==> src/rtl/tc141_evtarb.sv <==
// tc141_evtarb: per-source synchronizer + rising-edge detect, sticky pending
// latch, and round-robin single-consumer grant over a valid/ack handshake.
// Optional feature macro: TC141_EVTARB_OVF_EN (per-source sticky overflow flags).
module tc141_evtarb #(
    parameter int unsigned NEV = 4,
    parameter int unsigned NPP = 2,
    parameter int unsigned IDW = 2
) (
    input  logic           clk,
    input  logic           rstn,
    input  logic [NEV-1:0] din,
    input  logic           evt_ack,
    input  logic           ovf_clr,
    output logic           evt_vld,
    output logic [IDW-1:0] evt_id,
    output logic [NEV-1:0] pend,
    output logic [NEV-1:0] ovf
);

    localparam int unsigned IDXW = (NEV > 1) ? $clog2(NEV) : 1;

    typedef enum logic {
        S_IDLE  = 1'b0,
        S_GRANT = 1'b1
    } state_e;

    state_e                   state_q, state_d;
    logic [NEV-1:0][NPP-1:0]  sy_q, sy_d;
    logic [NEV-1:0]           pend_q, pend_d;
    logic                     evt_vld_q, evt_vld_d;
    logic [IDW-1:0]           evt_id_q, evt_id_d;
    logic [IDW-1:0]           lastp_q, lastp_d;

    logic [NEV-1:0]           pe;
    logic [NEV-1:0]           clr_vec;
    logic                     ack_fire;
    logic                     win_found;
    logic [IDW-1:0]           win_idx;

    // Synchronizer shift (input enters at the top bit) and rising-edge pulse.
    always_comb begin
        sy_d = sy_q;
        pe   = '0;
        for (int unsigned i = 0; i < NEV; i++) begin
            sy_d[i] = {din[i], sy_q[i][NPP-1:1]};
            pe[i]   = sy_q[i][1] & ~sy_q[i][0];
        end
    end

    // Ack only counts while an event is actually presented.
    always_comb begin
        ack_fire = (state_q == S_GRANT) && evt_ack;
        clr_vec  = '0;
        for (int unsigned i = 0; i < NEV; i++) begin
            clr_vec[i] = ack_fire && (evt_id_q == IDW'(i));
        end
    end

    // Pending latch: a new edge beats a same-cycle clear so it stays queued.
    always_comb begin
        pend_d = pe | (pend_q & ~clr_vec);
    end

    // Round-robin winner: first pending index after lastp, wrapping mod NEV.
    always_comb begin
        int unsigned cand;
        cand      = 0;
        win_found = 1'b0;
        win_idx   = '0;
        for (int unsigned k = 1; k <= NEV; k++) begin
            cand = (32'(lastp_q) + k) % NEV;
            if (!win_found && pend_q[IDXW'(cand)]) begin
                win_found = 1'b1;
                win_idx   = IDW'(cand);
            end
        end
    end

    // FSM next state.
    always_comb begin
        state_d = state_q;
        unique case (state_q)
            S_IDLE:  if (win_found) state_d = S_GRANT;
            S_GRANT: if (evt_ack)   state_d = S_IDLE;
            default: state_d = S_IDLE;
        endcase
    end

    // FSM outputs (registered): valid, held index, round-robin pointer.
    always_comb begin
        evt_vld_d = 1'b0;
        evt_id_d  = evt_id_q;
        lastp_d   = lastp_q;
        unique case (state_q)
            S_IDLE: begin
                if (win_found) begin
                    evt_vld_d = 1'b1;
                    evt_id_d  = win_idx;
                end
            end
            S_GRANT: begin
                evt_vld_d = ~evt_ack;
                if (evt_ack) lastp_d = evt_id_q;
            end
            default: evt_vld_d = 1'b0;
        endcase
    end

    // State and datapath registers.
    always_ff @(posedge clk or negedge rstn) begin
        if (!rstn) begin
            state_q   <= S_IDLE;
            sy_q      <= '0;
            pend_q    <= '0;
            evt_vld_q <= 1'b0;
            evt_id_q  <= '0;
            lastp_q   <= IDW'(NEV - 1);
        end else begin
            state_q   <= state_d;
            sy_q      <= sy_d;
            pend_q    <= pend_d;
            evt_vld_q <= evt_vld_d;
            evt_id_q  <= evt_id_d;
            lastp_q   <= lastp_d;
        end
    end

`ifdef TC141_EVTARB_OVF_EN
    logic [NEV-1:0] ovf_q, ovf_d;

    // Overflow: edge on an already-pending source not being cleared; set beats clear.
    always_comb begin
        ovf_d = (ovf_q & ~{NEV{ovf_clr}}) | (pe & pend_q & ~clr_vec);
    end

    // Sticky overflow register.
    always_ff @(posedge clk or negedge rstn) begin
        if (!rstn) ovf_q <= '0;
        else       ovf_q <= ovf_d;
    end

    assign ovf = ovf_q;
`else
    logic unused_ovf_clr;
    assign unused_ovf_clr = ovf_clr;
    assign ovf            = '0;
`endif

    assign evt_vld = evt_vld_q;
    assign evt_id  = evt_id_q;
    assign pend    = pend_q;

endmodule
==> config.mk <==
export PLATFORM = sky130hd
export DESIGN_NAME = tc141_evtarb
export DESIGN_NICKNAME = d
export VERILOG_FILES = /design/src/rtl/tc141_evtarb.sv
export SDC_FILE = /design/constraint.sdc
export NUM_CORES = 1
export LEC_CHECK = 0
export BUFFER_PORTS_ARGS = -buffer_cell sky130_fd_sc_hd__clkbuf_2
export CORE_MARGIN = 10
export CORE_UTILIZATION = 45
export DETAILED_ROUTE_END_ITERATION = 10
export PLACE_DENSITY_LB_ADDON = 0.25
export SYNTH_ARGS = -nofsm -noshare
export SYNTH_HDL_FRONTEND = slang
export SYNTH_SLANG_ARGS = --single-unit
export TNS_END_PERCENT = 10
==> constraint.sdc <==
create_clock -name clk -period 2.95 [get_ports clk]
set_clock_uncertainty 0.05 [all_clocks]
set_input_delay 0.59 -clock clk [delete_from_list [all_inputs] [get_ports clk]]
set_output_delay 0.59 -clock clk [all_outputs]
set_load 0.02 [all_outputs]
==> results.sh <==
export IMPL_synthCells=66
export IMPL_grt_max_degree=18
export IMPL_worst_path_buf_inv=1
export IMPL_drive_above_1_share_pct=26.3
export IMPL_synth_seq_cells=17
export IMPL_finalNetCount=89
export IMPL_syn_area_sq_um=726
export IMPL_ys_seq_area_share_pct=59.0
export IMPL_yosysWarnings=0
export IMPL_multi_input_area_sq_um=244
export IMPL_rsz0062_at_grt="false"
export IMPL_wirelength_um=1290
export IMPL_clock_path_buffers=2
export IMPL_port_buffers=13
export IMPL_min_path_type="in2async"
export IMPL_post_cts_resized=0
export IMPL_die_area_sq_um=3620
export IMPL_initial_utilization_pct=47.6
export IMPL_cpPeakStageDelay_ns=0.51
export IMPL_cp_start_kind="flop"
export IMPL_tns_ns=0
export IMPL_cellLeakagePower_nw=0.376
export IMPL_finalCritPeriodShare_pct=56.3
export IMPL_place_congestion=0.849
export IMPL_syn_to_final_growth_pct=10.5
export IMPL_place_inst=92
export IMPL_fillCellCount=150
export IMPL_antenna_found_initial=0
export IMPL_die_height_um=60.2
export IMPL_path_cells="clkbuf_2"
export IMPL_drc=0
export IMPL_dp_hpwl_um=1010
export IMPL_dr_pass1_iters=4
export IMPL_worstRegToRegCells=3
export IMPL_r2r_end="evt_id[0]"
export IMPL_cp_required_ns=2.31
export IMPL_via_per_inst=5.29
export IMPL_core_area_sq_um=1520
export IMPL_hold_viol=0
export IMPL_cts_made_buffers=3
export IMPL_synth_cell_types=25
export IMPL_hold_slack_ns=0.170
export IMPL_rr_startpoint="pend[3]"
export IMPL_detailed_place_area_sq_um=776
export IMPL_report_final_slew_viol_count=0
export IMPL_syn_area_per_cell_sq_um=11.0
export IMPL_synth_edf_count=0
export IMPL_grt_overflow=0
export IMPL_outcome="finished clean"
export IMPL_vias=508
export IMPL_path_class="reg2out"
export IMPL_cap_viol_max_count=0
export IMPL_reg2reg_slack_ns=1.49
export IMPL_async_flop_share_pct=100
export IMPL_post_cts_buffers=0
export IMPL_ir_worst_vdd_uv=447
export IMPL_fmax_ghz=0.602
export IMPL_cp_slowest_cell="dfrtp_1"
export IMPL_ys_dominant_reg_cell="dfrtp_1"
export IMPL_grt_pass1_wl_um=2180
export IMPL_initialDrtViolationCount=6
export IMPL_grt_use_total_pct=8.16
export IMPL_arrival_ns=1.02
export IMPL_fp_dieW_um=60.2
export IMPL_fin_cells=96
export IMPL_clock_latency_ns=0.28
export IMPL_crit_path_end_kind="primary output"
export IMPL_min_period_ns=1.66
export IMPL_hold_buffers=0
export IMPL_root_buffer="clkbuf_4"
export IMPL_ant_nets=0
export IMPL_path_max_fanout=9
export IMPL_cts_max_level=1
export IMPL_fp_row_count=14
export IMPL_path_clk_slew_ns=0.08
export IMPL_setup_violations_final=0
export IMPL_wl_per_cell_um=13.4
export IMPL_seqCellArea_sq_um=428
export IMPL_cpLargestDelayFamily="flip-flops"
export IMPL_fin_area_sq_um=802
export IMPL_grt_pass1_vias=498
export IMPL_cellPowerDensity_nw_per_um2=911
export IMPL_io_pin_count=19
export IMPL_antenna_cells=0
export IMPL_cts_tree="built"
export IMPL_clock_sinks=17
[state kept, by name, summed over array words and instances (netlist names)]
register  cells
pend          4
sy_d          4
sy_q          4
evt_id        2
lastp_q       2
evt_vld       1
[cells in the final DEF, fill, tap and decap left out, drive strengths merged]
cell type	instances
clkbuf	17
dfrtp	15
nand2	8
o21ai	7
inv	5
conb	4
a21oi	3
o31ai	2
mux2i	2
nor2b	2
o22ai	2
dfstp	2
nand3	1
nor4	1
o221ai	1
or2	1
mux2	1
nor3b	1
nor2	1
o211ai	1
nand2b	1
nor3	1
a22o	1
[cell families (layout without fill, tap and decap cells)]
| family | Yosys count | count (layout) | share of synthesized area, % |
|---|---|---|---|
| compound gates | 17 | 17 | 14.1 |
| flops | 17 | 17 | 59.0 |
| simple gates | 17 | 17 | 12.6 |
| buf+inv | 11 | 22 | 8.97 |
| mux | 3 | 3 | 4.83 |
| other cells | 1 | 4 | 0.517 |
[worst max path at each step]
stage	from	to	depth (start not counted)
2_1_floorplan	pend[3]	evt_id[0]	3
6_report	pend[0]	pend[0]	1
5_1_grt	pend[0]	pend[0]	1
4_1_cts	pend[0]	pend[0]	1
3_3_place_gp	pend[3]	evt_id[0]	3
3_5_place_dp	pend[3]	evt_id[0]	3
[through the flow]
step	setup WS, ns	power, mW	util, %
CTS	1.28	0.742	52.6
global placement	1.50	0.614	50.9
detailed placement	1.51	0.623	50.9
floorplan	1.50	0.554	-
global route	1.21	0.792	52.6
finish	1.29	0.731	52.6
[synth_stat cells (2+ instances only)]
cell	number	area [sq um]
o21ai_0	7	35.0
buf_4	4	30.0
mux2i_1	2	20.0
dfstp_2	2	52.6
dfrtp_1	15	375
nand2_1	8	30.0
o31ai_1	2	15.0
o22ai_1	2	12.5
nor2b_1	2	12.5
a21oi_1	3	15.0
inv_1	5	18.8
[metal layers]
layer / global-route usage, % / part of all wire, %
met2: 12.9 / 49
met5: 0 / 0
met4: 6.73 / 2.6
met3: 2.75 / 7.4
met1: 8.47 / 41
[power breakdown]
group          switching, mW  internal (mW)  leakage [nW]  total (mW)
Combinational          0.129          0.103         0.173       0.232
Sequential            0.0898          0.292         0.189       0.382
Clock                 0.0640         0.0525        0.0150       0.116
[area by class of cell]
cell class / count / share of cell area, %
flip-flops and latches: 17 / 53.4
clock buffers: 4 / 3.28
multi-input cells: 41 / 30.4
well taps: 16 / 2.50
inverters: 5 / 2.34
repair buffers: 13 / 8.11
(Power assumes the default switching activity.)
